--- config.mk ---
export PLATFORM = sky130hd
export DESIGN_NAME = weight_loader_axi_master_flat
export DESIGN_NICKNAME = d
export VERILOG_FILES = /design/src/rtl/weight_loader_axi_master_if.sv /design/src/rtl/weight_loader_axi_master.sv /design/src/flat_wrapper.sv
export SDC_FILE = /design/constraint.sdc
export NUM_CORES = 1
export LEC_CHECK = 0
export ABC_AREA = 1
export CAP_MARGIN = 20
export CORE_ASPECT_RATIO = 2
export CORE_MARGIN = 3
export CORE_UTILIZATION = 51
export CTS_CLUSTER_SIZE = 20
export DETAILED_ROUTE_END_ITERATION = 7
export PLACE_DENSITY = 0.86
export SLEW_MARGIN = 20
export SYNTH_ARGS = -nofsm -noshare
export SYNTH_HDL_FRONTEND = slang
export SYNTH_SLANG_ARGS = --single-unit
export TNS_END_PERCENT = 1
--- constraint.sdc ---
create_clock -name clk -period 4.5 [get_ports clk]
set_clock_uncertainty 0.15 [all_clocks]
set_input_delay 1.35 -clock clk [delete_from_list [all_inputs] [get_ports clk]]
set_output_delay 1.35 -clock clk [all_outputs]
set_load 0.005 [all_outputs]
--- src/rtl/weight_loader_axi_master_if.sv ---
// weight_loader_axi_master_if: AXI4-Lite write/read channels between the weight loader and the weight memory.
interface weight_loader_axi_master_if #(parameter int ADDR_WIDTH = 32);
  logic [ADDR_WIDTH-1:0] awaddr;
  logic awvalid, awready;
  logic [31:0] wdata;
  logic [3:0] wstrb;
  logic wvalid, wready;
  logic [1:0] bresp;
  logic bvalid, bready;
  logic [ADDR_WIDTH-1:0] araddr;
  logic arvalid, arready;
  logic [31:0] rdata;
  logic [1:0] rresp;
  logic rvalid, rready;
  modport master (
    output awaddr, awvalid, wdata, wstrb, wvalid, bready, araddr, arvalid, rready,
    input awready, wready, bresp, bvalid, arready, rdata, rresp, rvalid
  );
  modport slave (
    input awaddr, awvalid, wdata, wstrb, wvalid, bready, araddr, arvalid, rready,
    output awready, wready, bresp, bvalid, arready, rdata, rresp, rvalid
  );
endinterface

--- src/rtl/weight_loader_axi_master.sv ---
// weight_loader_axi_master: streams 16-bit weights into consecutive AXI4-Lite words, optional read-back checksum verify.
module weight_loader_axi_master #(
  parameter int ADDR_WIDTH = 32,
  parameter int COUNT_WIDTH = 16,
  parameter int TIMEOUT_CYCLES = 1024
) (
  input  logic clk,
  input  logic rst,
  input  logic start,
  input  logic [ADDR_WIDTH-1:0] base_addr,
  input  logic [COUNT_WIDTH-1:0] count,
  input  logic verify,
  input  logic w_valid,
  output logic w_ready,
  input  logic [15:0] w_data,
  weight_loader_axi_master_if.master axi,
  output logic busy,
  output logic done,
  output logic [2:0] status,
  output logic [31:0] wr_checksum,
  output logic [31:0] rd_checksum
);
  localparam int TW = $clog2(TIMEOUT_CYCLES + 1);
  typedef enum logic [2:0] {IDLE, FETCH, W_REQ, W_RESP, R_REQ, R_RESP, DONE} state_t;
  state_t state, state_next;
  logic [ADDR_WIDTH-1:0] base, addr;
  logic [COUNT_WIDTH-1:0] cnt, idx;
  logic [15:0] weight;
  logic [TW-1:0] tcnt;
  logic [31:0] rd_sum_next;
  logic ver, aw_done, w_done, last, to, abort, resp_err, timed_out, mism;
  assign last = idx + COUNT_WIDTH'(1) == cnt;
  assign to = tcnt == TW'(TIMEOUT_CYCLES - 1);
  // address is derived from idx, so it stays put until the handshake that advances idx
  assign addr = base + ADDR_WIDTH'({idx, 2'b00});
  assign rd_sum_next = rd_checksum + (axi.rresp == 2'b00 ? {16'b0, axi.rdata[15:0]} : 32'b0);
  always_ff @(posedge clk) begin
    if (rst) state <= IDLE;
    else state <= state_next;
  end
  always_comb begin
    state_next = state;
    abort = 1'b0;
    case (state)
      IDLE: if (start) state_next = count == '0 ? DONE : FETCH;
      FETCH: if (w_valid) state_next = W_REQ; else abort = to;
      W_REQ: if ((aw_done || axi.awready) && (w_done || axi.wready)) state_next = W_RESP; else abort = to;
      W_RESP: if (axi.bvalid) state_next = !last ? FETCH : ver ? R_REQ : DONE; else abort = to;
      R_REQ: if (axi.arready) state_next = R_RESP; else abort = to;
      R_RESP: if (axi.rvalid) state_next = last ? DONE : R_REQ; else abort = to;
      default: state_next = IDLE;
    endcase
    if (abort) state_next = DONE;
  end
  always_ff @(posedge clk) begin
    if (rst) begin
      base <= '0;
      cnt <= '0;
      idx <= '0;
      weight <= '0;
      tcnt <= '0;
      ver <= 1'b0;
      aw_done <= 1'b0;
      w_done <= 1'b0;
      resp_err <= 1'b0;
      timed_out <= 1'b0;
      mism <= 1'b0;
      wr_checksum <= '0;
      rd_checksum <= '0;
    end else begin
      tcnt <= state_next != state ? '0 : tcnt == TW'(TIMEOUT_CYCLES) ? tcnt : tcnt + TW'(1);
      if (abort) timed_out <= 1'b1;
      case (state)
        IDLE: if (start) begin
          base <= {base_addr[ADDR_WIDTH-1:2], 2'b00};
          cnt <= count;
          ver <= verify;
          idx <= '0;
          resp_err <= 1'b0;
          timed_out <= 1'b0;
          mism <= 1'b0;
          wr_checksum <= '0;
          rd_checksum <= '0;
        end
        FETCH: if (w_valid) begin
          weight <= w_data;
          wr_checksum <= wr_checksum + {16'b0, w_data};
          aw_done <= 1'b0;
          w_done <= 1'b0;
        end
        W_REQ: begin
          aw_done <= aw_done | axi.awready;
          w_done <= w_done | axi.wready;
        end
        W_RESP: if (axi.bvalid) begin
          resp_err <= resp_err | (axi.bresp != 2'b00);
          idx <= last ? '0 : idx + COUNT_WIDTH'(1);
        end
        R_RESP: if (axi.rvalid) begin
          resp_err <= resp_err | (axi.rresp != 2'b00);
          rd_checksum <= rd_sum_next;
          idx <= idx + COUNT_WIDTH'(1);
          if (last) mism <= wr_checksum != rd_sum_next;
        end
        default: ;
      endcase
    end
  end
  always_comb begin
    w_ready = state == FETCH;
    axi.awvalid = state == W_REQ && !aw_done;
    axi.wvalid = state == W_REQ && !w_done;
    axi.awaddr = addr;
    axi.wdata = {16'b0, weight};
    axi.wstrb = (state == W_REQ || state == W_RESP) ? 4'b0011 : 4'b0000;
    axi.bready = state == W_RESP;
    axi.arvalid = state == R_REQ;
    axi.araddr = addr;
    axi.rready = state == R_RESP;
    busy = state != IDLE && state != DONE;
    done = state == DONE;
    status = {timed_out, mism, resp_err};
  end
endmodule

--- src/flat_wrapper.sv ---
// flat-port wrapper written by rule: the top's interface ports become plain ports
module weight_loader_axi_master_flat 
#(
  parameter int ADDR_WIDTH = 32,
  parameter int COUNT_WIDTH = 16,
  parameter int TIMEOUT_CYCLES = 1024
)
  (clk, rst, start, base_addr, count, verify, w_valid, w_ready, w_data, busy, done, status, wr_checksum, rd_checksum, axi_awaddr, axi_awvalid, axi_wdata, axi_wstrb, axi_wvalid, axi_bready, axi_araddr, axi_arvalid, axi_rready, axi_awready, axi_wready, axi_bresp, axi_bvalid, axi_arready, axi_rdata, axi_rresp, axi_rvalid);
  weight_loader_axi_master_if #(.ADDR_WIDTH(ADDR_WIDTH)) axi_i ();
  input  logic clk;
  input  logic rst;
  input  logic start;
  input  logic [ADDR_WIDTH-1:0] base_addr;
  input  logic [COUNT_WIDTH-1:0] count;
  input  logic verify;
  input  logic w_valid;
  output logic w_ready;
  input  logic [15:0] w_data;
  output logic busy;
  output logic done;
  output logic [2:0] status;
  output logic [31:0] wr_checksum;
  output logic [31:0] rd_checksum;
  output wire logic [$bits(axi_i.awaddr)-1:0] axi_awaddr;
  output wire logic [$bits(axi_i.awvalid)-1:0] axi_awvalid;
  output wire logic [$bits(axi_i.wdata)-1:0] axi_wdata;
  output wire logic [$bits(axi_i.wstrb)-1:0] axi_wstrb;
  output wire logic [$bits(axi_i.wvalid)-1:0] axi_wvalid;
  output wire logic [$bits(axi_i.bready)-1:0] axi_bready;
  output wire logic [$bits(axi_i.araddr)-1:0] axi_araddr;
  output wire logic [$bits(axi_i.arvalid)-1:0] axi_arvalid;
  output wire logic [$bits(axi_i.rready)-1:0] axi_rready;
  input wire logic [$bits(axi_i.awready)-1:0] axi_awready;
  input wire logic [$bits(axi_i.wready)-1:0] axi_wready;
  input wire logic [$bits(axi_i.bresp)-1:0] axi_bresp;
  input wire logic [$bits(axi_i.bvalid)-1:0] axi_bvalid;
  input wire logic [$bits(axi_i.arready)-1:0] axi_arready;
  input wire logic [$bits(axi_i.rdata)-1:0] axi_rdata;
  input wire logic [$bits(axi_i.rresp)-1:0] axi_rresp;
  input wire logic [$bits(axi_i.rvalid)-1:0] axi_rvalid;
  assign axi_awaddr = axi_i.awaddr;
  assign axi_awvalid = axi_i.awvalid;
  assign axi_wdata = axi_i.wdata;
  assign axi_wstrb = axi_i.wstrb;
  assign axi_wvalid = axi_i.wvalid;
  assign axi_bready = axi_i.bready;
  assign axi_araddr = axi_i.araddr;
  assign axi_arvalid = axi_i.arvalid;
  assign axi_rready = axi_i.rready;
  assign axi_i.awready = axi_awready;
  assign axi_i.wready = axi_wready;
  assign axi_i.bresp = axi_bresp;
  assign axi_i.bvalid = axi_bvalid;
  assign axi_i.arready = axi_arready;
  assign axi_i.rdata = axi_rdata;
  assign axi_i.rresp = axi_rresp;
  assign axi_i.rvalid = axi_rvalid;
  weight_loader_axi_master #(.ADDR_WIDTH(ADDR_WIDTH), .COUNT_WIDTH(COUNT_WIDTH), .TIMEOUT_CYCLES(TIMEOUT_CYCLES)) u_core (.clk(clk), .rst(rst), .start(start), .base_addr(base_addr), .count(count), .verify(verify), .w_valid(w_valid), .w_ready(w_ready), .w_data(w_data), .axi(axi_i), .busy(busy), .done(done), .status(status), .wr_checksum(wr_checksum), .rd_checksum(rd_checksum));
endmodule
==> impl_results.md, run 1 <==
- DR vias: 13600
- Pin count of the biggest net entering global routing: 77
- # fillers: 1852
- HPWL after DPL: 33000 um
- Worst-path cell chain: ha_2 -> inv_1 -> fa_2 -> inv_1 -> nand3_1 -> nand2_2 -> a21oi_2 -> o21bai_2 -> a21oi_2 -> inv_1 -> nand3_1 -> nand2_2 -> nand2_4 -> nor2_4 -> nand2_2 -> xor2_2 -> buf_4 -> dlygate4sd2_1
- Max-cap violations: 0
- Leak Pwr: 0.00719 uW
- VDD IR max: 0.241 mV
- Final core utilization: 70.5%
- Post-synth top flop: dfxtp_1
- Final wirelength: 42500 um
- Least-Margin Pin Slew: 0.765 ns
- Max-slew violations: 0
- 1st-iter DRT viols: 817
- Crit Path Category: reg -> out
- Status: finished with violations
- R2R cell count: 19
- Area taken by multi-input logic gates: 0.00734 mm^2
- Slowest cell delay on critical path: 0.34 ns
- Ys async rst share: 0%
- Syn. warnings: 0
- Port bufs: 244
- WP data arrival: 3.06 ns
- Clock Sinks: 162
- Vias per cell: 5.55
- Worst Path Required: 3.00 ns
- Placed Area: 0.0150 mm^2
- Final WS setup: -0.0636 ns
- Seq/Total Area, Yosys: 27.8%
- Area growth syn-to-layout: 34.7%
- Post-synth top cells: nand2_1 (460), nor2_1 (222), inv_1 (197), a21oi_1 (165), dfxtp_1 (162)
- Post-CTS Hold Buffers: 0
- ANT cells: 0
- Share of cells above drive strength 1: 12.1%
- CTS tree: built
- Post-synth top area share: 27.8%
- CTS Root Cell: clkbuf_16
- Ranking of synthesized cells by area: dfxtp_1 (28%), nand2_1 (15%), nor2_1 (7.1%), a21oi_1 (7.1%), nand3_1 (6.4%)
- Hold Path Cell Cnt: 2
- Design area: 0.0157 mm^2
- Drt wl/cell: 17.3 um
- Capturing point of the worst reg2reg path: u_core.tcnt[9]
- Crit-path max FO: 4
- Total congestion overflow: 0
- # setup viols final: 2
- Initial antenna violation count: 0
- Critical path launch point type: flip-flop
- # H-tree levels: 4
- Most common cell in the netlist: nand2_1
- P per Cell Area: 246 mW/mm^2
- Worst r2r src: u_core.idx[1]
- Placeable core area: 0.0223 mm^2
- Clk slew on worst S/H paths: 0.06 ns
- Ports: 285
- Final period utilization: 101%
- Avg Cell Area, Syn: 6.32 um^2
- Unrepaired setup endpoints after global routing: true
- Endpoint of the worst hold path: u_core.cnt[4]
- Area leader, netlist: dfxtp_1
- Max frequency: 219 MHz
- Netlist cell types: 47
- First-pass GRT wire length: 66000 um
- Seq cells post-synth: 162
- Drt drc: 0
- Crit path buffers/inverters: 5
- Min-delay src: u_core.cnt[4]
- Routability cong.: 1.04
- Crit end category: output port
- R2r setup slk: 1.39 ns
- Worst hold path class: reg -> reg
- Die X-Extent: 113 um
- Die ar.: 0.0248 mm^2
- Number of synthesized flops with an enable pin: 0
- Failing checks: negative setup slack
- Die height: 220 um
- Num CTS Buffers: 17
- Num rows: 77
- Crit path max-delay cell type: fa_2
- Cell area after synthesis: 0.0117 mm^2
- Clk_lat worst skew: 0.45 ns
- All-layer global routing usage: 33.6%
- Worst hold slack: 0.323 ns
- Final ANT Viol Nets: 0
- Vias in the first global route: 13700
- Min Tclk post-route: 4.56 ns
- Slew headroom: 49.0%
- Worst slack, placed: -0.408 ns
- Final Hold Vio Count: 0
- Gate Count Post-Synth: 1844
- Seq. cell area: 0.00325 mm^2
- Delay-heaviest family, CP: simple AND/OR/NAND/NOR gates
- Initial Util: 52.4%
- Drt first pass iters: 5
- Clock Path Buffers: 2
- Layout Nets: 2332
==> kinds of logic after synthesis <==
group	synth area share [%]
flip-flops	27.8
buffers and inverters	11.5
XOR/XNOR	5.11
AO/OA/AOI/OAI	13.4
adder cells (fa/ha/maj)	5.99
other	0.0322
AND/OR/NAND/NOR	36.1
==> power by group <==
part / leakage [uW] / internal [uW] / total (uW) / switching (uW)
clock network: 0.000273 / 834 / 1490 / 656
logic: 0.00560 / 361 / 810 / 449
registers: 0.00132 / 1510 / 1560 / 57.9
total: 0.00719 / 2700 / 3860 / 1160
==> worst register-to-register path, delay by kind of cell, from the launching register on <==
kind	cells	cell delay, ns
fa+ha+maj	1	0.35
buf+inv	1	0.14
flops	1	0.36
simple gates	17	1.98
==> worst max-delay path by stage <==
stage | cells after the start | start | slack, ns | end
6_report | 18 | u_core.base[2] | -0.06 | axi_araddr[30]
5_1_grt | 18 | u_core.base[2] | -0.23 | axi_araddr[30]
4_1_cts | 18 | u_core.base[2] | -0.18 | axi_araddr[30]
3_5_place_dp | 13 | u_core.idx[2] | -0.41 | axi_awaddr[21]
3_3_place_gp | 13 | u_core.idx[2] | -0.27 | axi_awaddr[27]
2_1_floorplan | 12 | u_core.idx[2] | 0.51 | axi_awaddr[29]
==> cell usage in the layout (no fill, tap or decap), types with 4 or more instances in the layout <==
master and count:
nor4_1 11, clkbuf_16 17, nand2_2 12, clkinvlp_4 4, xor2_1 37, inv_1 196
nand2_4 4, a21oi_1 156, dfxtp_1 159, nand3_1 147, nor2_2 21, buf_4 135
nor2_1 219, nand4_1 28, conb_1 22, ha_1 49, inv_2 5, o21bai_1 5
o21ai_0 105, o21ai_1 6, clkdlybuf4s50_1 204, clkdlybuf4s15_1 5, nor2_4 4, xnor2_1 16
nand3b_1 17, nor3_1 30, nand3_2 6, xor2_2 6, dlygate4sd2_1 27, a21oi_2 10
nand2_1 456
==> sequential cells by signal, indices dropped and copies added (netlist names) <==
signal              flops
u_core.rd_checksum     32
u_core.wr_checksum     32
u_core.base            30
u_core.cnt             16
u_core.idx             16
u_core.weight          16
u_core.tcnt            11
u_core.state            3
u_core.aw_done          1
u_core.mism             1
u_core.resp_err         1
u_core.timed_out        1
u_core.ver              1
u_core.w_done           1
==> per-stage QoR <==
| step | setup TNS [ns] | instances | power [uW] |
|---|---|---|---|
| global placement | -3.30 | 2422 | 2380 |
| CTS | -0.637 | 2457 | 3860 |
| global route | -1.06 | 2457 | 4010 |
| floorplan | 0 | 1865 | 2040 |
| finish | -0.0929 | 2457 | 3860 |
| detailed placement | -5.88 | 2422 | 2400 |
==> area by class of cell <==
cell class | count | share of cell area [%]
clock buffer | 20 | 2.85
clock inverter | 12 | 0.837
inverter | 201 | 4.81
multi-input combinational | 1405 | 46.7
sequential | 162 | 20.7
tap | 276 | 2.20
timing repair buffer | 381 | 21.9
==> what timing repair did <==
action                     4_1_cts  5_1_grt
setup endpoints to repair       44       37
resized for setup               73       30
setup buffers                    3        0
pin swaps                       12        6
==> routing by layer <==
layer	part of all wire (%)	up-vias	track usage, %
met4	9.1	0	27.7
met2	53	609	63.6
met5	0	-	0
met1	32	6239	30.2
li1	-	6572	-
met3	5.8	216	5.99
Power figures use the tool's default switching activity.
==> run 2, diff against run 1 <==
SKIP_CTS_REPAIR_TIMING = 1   (was not set)
==> impl_results.md, run 2 (same netlist as run 1, synthesis figures left out) <==
- P per Cell Area: 245 mW/mm^2
- Placeable core area: 0.0223 mm^2
- Leading cell type in the layout, fill and taps excluded: nand2_1
- All-layer global routing usage: 33.2%
- # fillers: 1806
- WP data arrival: 3.26 ns
- Final WS setup: -0.263 ns
- Crit end category: output port
- Crit path buffers/inverters: 2
- Vias per cell: 5.59
- Sequential share of power: 40.3%
- Commonest non-fill, non-tap cells in the layout: nand2_1 (455), nor2_1 (219), clkdlybuf4s50_1 (207)
- P_int: 2720 uW
- Failing checks: negative setup slack
- Clk_lat worst skew: 0.45 ns
- Unrepaired setup endpoints after global routing: true
- HPWL after DPL: 33000 um
- Worst Path Required: 3.00 ns
- Final wirelength: 43100 um
- First-pass GRT wire length: 65200 um
- Clock Sinks: 162
- Min-delay src: u_core.cnt[4]
- Switch share: 30.1%
- Drt drc: 0
- Max frequency: 210 MHz
- Drt first pass iters: 5
- VDD IR max: 0.244 mV
- Clk slew on worst S/H paths: 0.07 ns
- Seq. cell area: 0.00325 mm^2
- Status: finished with violations
- Switch Pwr: 1170 uW
- Num rows: 77
- Routability cong.: 1.04
- Crit-path max FO: 6
- Slew headroom: 43.8%
- Worst-path cell chain: ha_4 -> a21oi_1 -> nand2_1 -> a21boi_2 -> o21ai_1 -> buf_4 -> a21boi_4 -> o21ai_2 -> a21oi_2 -> o21ai_4 -> nand3b_1 -> xor2_1 -> clkdlybuf4s50_1
- Die height: 220 um
- Slowest cell delay on critical path: 0.54 ns
- Number of instances in the placed design: 2422
- 1st-iter DRT viols: 944
- ANT cells: 0
- CTS tree: built
- Ports: 285
- Num CTS Buffers: 17
- Crit path max-delay cell type: clkdlybuf4s50_1
- Max-slew violations: 0
- Clk pwr share: 38.4%
- Area growth syn-to-layout: 35.9%
- Max-cap violations: 0
- Share of cells above drive strength 1: 12.1%
- Initial antenna violation count: 0
- Placed Area: 0.0150 mm^2
- DR vias: 13700
- Vias in the first global route: 13500
- Crit. Startpoint: u_core.idx[2]
- Least-Margin Pin Slew: 0.836 ns
- Final period utilization: 106%
- Pin count of the biggest net entering global routing: 77
- Initial Util: 52.4%
- Min Tclk post-route: 4.76 ns
- Worst r2r src: u_core.idx[1]
- Gate power share: 21.3%
- # setup viols final: 7
- Area taken by multi-input logic gates: 0.00736 mm^2
- Port bufs: 244
- Top Registers: u_core.rd_checksum x32, u_core.wr_checksum x32, u_core.base x30
- Worst hold path class: reg -> reg
- Clock Path Buffers: 2
- Total congestion overflow: 0
- Die X-Extent: 113 um
- Final ANT Viol Nets: 0
- Drt wl/cell: 17.6 um
- Critical path launch point type: flip-flop
- Leak Pwr: 0.00755 uW
- Layout Nets: 2331
- Die ar.: 0.0248 mm^2
- Crit Path Category: reg -> out
- Delay-heaviest family, CP: compound AO/OA/AOI/OAI gates
- Design area: 0.0158 mm^2
- CTS Root Cell: clkbuf_16
- Final Hold Vio Count: 0
- Finished Layout Cells: 2456
- # H-tree levels: 4
-- run 2: cell count changes in the layout (fill, tap and decap cells not counted), moves of 3 or more --
| cell | before | now |
|---|---|---|
| xor2_1 | 37 | 34 |
| clkdlybuf4s50_1 | 204 | 207 |
| dlygate4sd2_1 | 27 | 0 |
| clkbuf_2 | 3 | 0 |
| xor2_2 | 6 | 9 |
| clkdlybuf4s15_1 | 5 | 0 |
| dlymetal6s2s_1 | 2 | 34 |
-- run 2: per-stage QoR --
step                util, %  TNS, ns  power (uW)  hold WS, ns  worst slack (ns)
finish                 71.2   -0.918        3880        0.324            -0.263
floorplan                 -        0        2040        0.280             0.513
CTS                    69.8   -24.97        3880        0.325            -0.915
global route           71.2    -2.27        4030        0.353            -0.321
global placement       67.2    -3.30        2380        0.306            -0.266
detailed placement     67.2    -5.88        2400        0.316            -0.408
-- run 2: metal layers --
| metal | GRT usage (%) | up-vias | part of all wire, % |
|---|---|---|---|
| li1 | - | 6571 | - |
| met1 | 30.1 | 6294 | 32 |
| met2 | 63.5 | 657 | 53 |
| met3 | 5.55 | 213 | 6.0 |
| met4 | 26.0 | 0 | 8.8 |
| met5 | 0 | - | 0 |
-- run 2: cell type report --
class	count	area share [%]
repair buffers	380	22.5
inverters	201	4.76
well taps	276	2.18
clock buffers	20	2.82
multi-input cells	1405	46.5
clock inverters	12	0.829
flip-flops and latches	162	20.5
-- run 2: tightest hold or removal path, stage by stage, from the launching register on --
cell and delay [ns]:
dfxtp_1 0.31, inv_1 0.06, a21oi_1 0.06
-- run 2: path summary, 6_finish.rpt --
| kind | end | slack, ns | depth (start not counted) |
|---|---|---|---|
| max | axi_awaddr[27] | -0.26 | 13 |
| min | u_core.cnt[4] | 0.32 | 2 |
| max reg2reg | u_core.tcnt[9] | 1.43 | 19 |
| min reg2reg | u_core.cnt[4] | 0.32 | 2 |
-- run 2: power groups by stage --
stage               combinational (uW)  sequential (uW)  clock (uW)
floorplan                          463             1580           0
global placement                   792             1590           0
detailed placement                 809             1590           0
CTS                                819             1560        1500
global route                       899             1570        1560
finish                             829             1560        1490
==> run 3, diff against run 2 <==
CELL_PAD_IN_SITES_DETAIL_PLACEMENT = 1   (was not set)
CELL_PAD_IN_SITES_GLOBAL_PLACEMENT = 1   (was not set)
CORE_UTILIZATION = 31   (was 51)
PLACE_DENSITY = 0.78   (was 0.86)
==> impl_results.md, run 3 (same netlist as run 1, synthesis figures left out) <==
- Status: finished with violations
- Failing checks: negative setup slack
- Crit path max-delay cell type: clkdlybuf4s50_1
- Crit Path Category: reg -> out
- HPWL after DPL: 40400 um
- Top Registers: u_core.rd_checksum x32, u_core.wr_checksum x32, u_core.base x30
- CP dominant cell by count: o21ai_2
- Drt wl/cell: 19.1 um
- # setup viols final: 7
- Drt drc: 0
- Clk_lat worst skew: 0.46 ns
- Commonest non-fill, non-tap cells in the layout: nand2_1 (452), nor2_1 (217), clkdlybuf4s50_1 (209)
- Placeable core area: 0.0368 mm^2
- Crit-path max FO: 6
- Num rows: 99
- Final Hold Vio Count: 0
- Crit path buffers/inverters: 2
- Placed Area: 0.0153 mm^2
- CTS tree: built
- WP data arrival: 3.21 ns
- Min-delay src: u_core.timed_out
- Routability cong.: 0.951
- Worst r2r src: u_core.idx[1]
- Unrepaired setup endpoints after global routing: true
- Initial antenna violation count: 1
- DR vias: 13700
- Total congestion overflow: 0
- Die ar.: 0.0401 mm^2
- Initial Util: 31.7%
- Vias in the first global route: 14900
- 1st-iter DRT viols: 525
- Leading cell type in the layout, fill and taps excluded: nand2_1
- Share of cells above drive strength 1: 13.1%
- Vias per cell: 5.15
- Delay-heaviest family, CP: compound AO/OA/AOI/OAI gates
- Critical path depth in cells: 12
- VDD IR max: 0.291 mV
- Final period utilization: 105%
- Endpoint of the worst hold path: u_core.timed_out
- CTS Root Cell: clkbuf_16
- Least-Margin Pin Slew: 0.937 ns
- Die height: 280 um
- Num CTS Buffers: 17
- Clock Path Buffers: 2
- Capturing point of the worst reg2reg path: u_core.tcnt[9]
- Final ANT Viol Nets: 0
- Ports: 285
- First-pass GRT wire length: 76700 um
- Leak Pwr: 0.00765 uW
- Min Tclk post-route: 4.71 ns
- Final WS setup: -0.215 ns
- Clock Sinks: 162
- # fillers: 4791
- Max-slew violations: 0
- ANT cells: 0
- Max-cap violations: 0
- Met2 GRT Util: 49.5%
- Layout Nets: 2352
- Die X-Extent: 143 um
- Slew headroom: 37.4%
- Global route hottest layer: met2
- Worst hold path class: reg -> reg
- Worst Path Required: 3.00 ns
- Pin count of the biggest net entering global routing: 77
- Worst-path cell chain: ha_1 -> a21oi_1 -> a21boi_4 -> o21ai_2 -> a21boi_2 -> o21ai_2 -> a21oi_2 -> o21ai_2 -> buf_4 -> nand3b_1 -> xor2_2 -> clkdlybuf4s50_1
- R2r setup slk: 1.31 ns
- Hold Path Cell Cnt: 2
- Drt first pass iters: 7
- R2R cell count: 21
- P per Cell Area: 245 mW/mm^2
- Final wirelength: 50700 um
- Area growth syn-to-layout: 39.1%
- Crit end category: output port
- Slowest cell delay on critical path: 0.52 ns
- Critical path launch point type: flip-flop
- All-layer global routing usage: 24.7%
- GRT met3 Usage: 3.10%
- Design area: 0.0162 mm^2
- Max frequency: 212 MHz
- Met1 usage: 21.8%
- Worst hold slack: 0.303 ns
- Clk slew on worst S/H paths: 0.07 ns
- Port bufs: 244
- # H-tree levels: 4
==> run 3: cell count changes in the layout (fill, tap and decap cells not counted), sizes merged <==
cell | before | now
clkinv | 3 | 1
dlymetal6s2s | 34 | 32
inv | 204 | 210
clkdlybuf4s50 | 207 | 209
buf | 139 | 159
clkinvlp | 4 | 1
==> run 3: report_power, final <==
| group | internal (uW) | total [uW] | switching, uW |
|---|---|---|---|
| combinational | 376 | 841 | 465 |
| sequential | 1510 | 1560 | 58.4 |
| clock | 840 | 1570 | 728 |
| total | 2720 | 3970 | 1250 |
==> run 3: worst max-delay path by stage <==
stage	from	to	slack [ns]
3_5_place_dp	axi_rresp[1]	u_core.mism	-0.60
6_report	u_core.idx[4]	axi_awaddr[27]	-0.21
4_1_cts	u_core.base[4]	axi_awaddr[25]	-0.92
2_1_floorplan	u_core.idx[2]	axi_awaddr[29]	0.51
3_3_place_gp	axi_rresp[1]	u_core.mism	-0.47
5_1_grt	u_core.idx[4]	axi_awaddr[27]	-0.36
==> run 3: cell type report <==
cell class	instances	area, um^2	share of cell area, %
multi-input combinational	1405	7340	45.3
timing repair buffer	401	3700	22.8
sequential	162	3250	20.0
inverter	201	754	4.66
tap	454	568	3.50
clock buffer	19	433	2.67
clock inverter	13	160	0.988
==> run 3: per-layer routing <==
| metal | up-vias | routed length (um) |
|---|---|---|
| met3 | 169 | 1670 |
| met5 | - | 14 |
| met4 | 2 | 3650 |
| met1 | 6514 | 16800 |
| li1 | 6587 | - |
| met2 | 408 | 28500 |
==> run 3: per-stage QoR <==
step / instances / setup TNS [ns] / total power, uW / util, % / worst slack (ns)
global route: 2655 / -3.02 / 4150 / 44.1 / -0.362
global placement: 2619 / -3.89 / 2410 / 41.6 / -0.472
CTS: 2651 / -25.20 / 4020 / 43.2 / -0.924
detailed placement: 2619 / -6.11 / 2430 / 41.6 / -0.598
finish: 2655 / -0.853 / 3970 / 44.1 / -0.215
floorplan: 1865 / 0 / 2040 / - / 0.513
==> run 3: worst min-delay path, delay by kind of cell, from the launching register on <==
kind | cells | cell delay (ns)
flops | 1 | 0.31
buf+inv | 1 | 0.05
compound gates | 1 | 0.05
==> edit, RTL diff (flow settings as in run 2) <==
Put a register stage on the output `status`, without a reset. The value now appears one clock later. The other outputs are not delayed to match.
--- a/src/rtl/weight_loader_axi_master.sv
+++ b/src/rtl/weight_loader_axi_master.sv
@@ -22,6 +22,8 @@
 );
   localparam int TW = $clog2(TIMEOUT_CYCLES + 1);
   typedef enum logic [2:0] {IDLE, FETCH, W_REQ, W_RESP, R_REQ, R_RESP, DONE} state_t;
+
+  logic [2:0] status_d;
   state_t state, state_next;
   logic [ADDR_WIDTH-1:0] base, addr;
   logic [COUNT_WIDTH-1:0] cnt, idx;
@@ -119,7 +121,11 @@
     axi.rready = state == R_RESP;
     busy = state != IDLE && state != DONE;
     done = state == DONE;
-    status = {timed_out, mism, resp_err};
+    status_d = {timed_out, mism, resp_err};
   end
+  always_ff @(posedge clk) begin
+    status <= status_d;
+  end
+
 endmodule
 
Check against the original RTL: no difference found for any inputs over 4 cycles, from zero or initial values and one cycle with rst high; that may be too few to reach the edited logic, so the function may still have changed.
==> edit against run 2 <==
The run still ends with setup timing left. Design area down 0.77%. Global-route usage is 1.6 points higher. Sequential cell count is 3 higher. Area after synthesis increased by 1.2%. Die area is 1.2% higher. Core utilization decreased by 2.1 points. Total power increased by 0.95%. Wire length rose by 5.1%. Worst setup slack gained 93 ps. Sequential share of layout area is 0.57 points higher. First-iteration DRC count up 4.8%.
==> edit: results (changes against run 2) <==
Status
  • Outcome: complete, but fails checks (unchanged)
  • Violations in the final reports: setup timing (unchanged)

Yosys
  • Proportion of synthesized area in mux cells: 0% (unchanged)
  • Syn Area/Cell: 6.34 sq um (was 6.32 sq um)
  • Adder and majority cell fraction of the synthesized area: 5.92% (was 5.99%)
  • Sequential element share of the synthesized area: 28.0% (was 27.8%)
  • Count of different cell masters after synthesis: 50 (was 47)
  • Cell types occupying the most area after synthesis: sky130_fd_sc_hd__dfxtp_1 (28%), sky130_fd_sc_hd__nand2_1 (15%), sky130_fd_sc_hd__nor2_1 (7.2%) (was sky130_fd_sc_hd__dfxtp_1 (28%), sky130_fd_sc_hd__nand2_1 (15%), sky130_fd_sc_hd__nor2_1 (7.1%))
  • Fraction of synthesized cell area in xor and xnor cells: 5.67% (was 5.11%)
  • Post-synthesis compound-gate area fraction: 13.3% (was 13.4%)

Power and ir drop
  • Lkg Pwr: 0.00719 uW (was 0.00755 uW)
  • Clock group share of total power: 38.9% (was 38.4%)
  • Portion of total power attributed to combinational logic: 20.6% (was 21.3%)
  • Int Power: 2760 uW (was 2720 uW)
  • Worst vdd rail ir drop: 0.272 mV (was 0.244 mV)

Route
  • Count of TritonRoute iterations in the first routing pass: 8 (was 5)
  • Routed length on met2: 23500 um (was 22800 um)
  • Met3 layer wire length in the routed design: 2850 um (was 2570 um)
  • Highest Signal Layer: met5 (was met4)
  • Met1 Routed Length: 13800 um (was 13900 um)
  • Drt total wl: 45300 um (was 43100 um)

Clocking
  • Clock buffer count from CTS: 17 (unchanged)

Timing
  • Setup TNS: -1060 ps (was -918 ps)
  • Post-route setup slack: -170 ps (was -263 ps)
  • Final hold slack: 206 ps (was 324 ps)
  • Max-Slew Margin vs Limit: 40.6% (was 43.8%)
  • Setup-violating endpoint count in the final report: 16 (was 7)

Global route
  • Met3 usage in global routing: 7.25% (was 5.55%)
  • Global routing met2 resource utilization: 63.4% (was 63.5%)
  • Overall fraction of global-route tracks in use: 34.8% (was 33.2%)
  • Initial antenna violation count: 1 (was 0)
  • Via count of the first global-routing pass: 13500 (about the same)
  • Wire length of the first global-routing pass: 67900 um (was 65200 um)
  • Maximum number of pins on one net before global-route repair: 70 (was 77)

Critical path
  • CP Max Fanout: 3 (was 6)
  • Data arrival time at the worst-slack endpoint: 3170 ps (was 3260 ps)
  • Gate family responsible for the most delay along the worst path: buffers and inverters (was compound AO/OA/AOI/OAI gates)
  • Longest individual stage delay on the worst path: 520 ps (was 540 ps)

Layout
  • Core Util, Final: 69.1% (was 71.2%)
  • Number of fillers in the final layout: 1947 (was 1806)
  • Number of standard cells in the final layout excluding fillers: 2437 (was 2456)
  • Final layout net count: 2308 (was 2331)

Place
  • GPL Wtd Cong: 1.01 (was 1.04)
  • Worst-case setup slack after placement: -323 ps (was -408 ps)
  • Placed Area: 0.0148 sq mm (was 0.0150 sq mm)
  • Detail Placement HPWL: 35200 um (was 33000 um)
-- edit: worst paths after layout --
| check | cells past startpoint | startpoint | end |
|---|---|---|---|
| worst max-delay path | 15 | u_core.idx[0] | axi_awaddr[28] |
| worst min register to register | 0 | u_core.mism | u_core.status[1] |
| worst min-delay path | 0 | u_core.mism | u_core.status[1] |
| worst max register to register | 16 | u_core.idx[0] | u_core.tcnt[10] |
-- edit: area by class of cell --
type / count / share of cell area [%]
clock buffers: 22 / 3.02
clock inverters: 10 / 0.756
inverters: 209 / 4.99
multi-input cells: 1402 / 47.1
flip-flops and latches: 165 / 21.1
well taps: 280 / 2.23
repair buffers: 349 / 20.8
-- edit: cells by family after synthesis --
group                      count (synthesis)
DFF                                      165
and+or+nand+nor                          959
buffers and inverters                    314
xor gates and xnor gates                  68
adders and majority gates                 54
AOI/OAI and AO/OA                        299
other                                      1
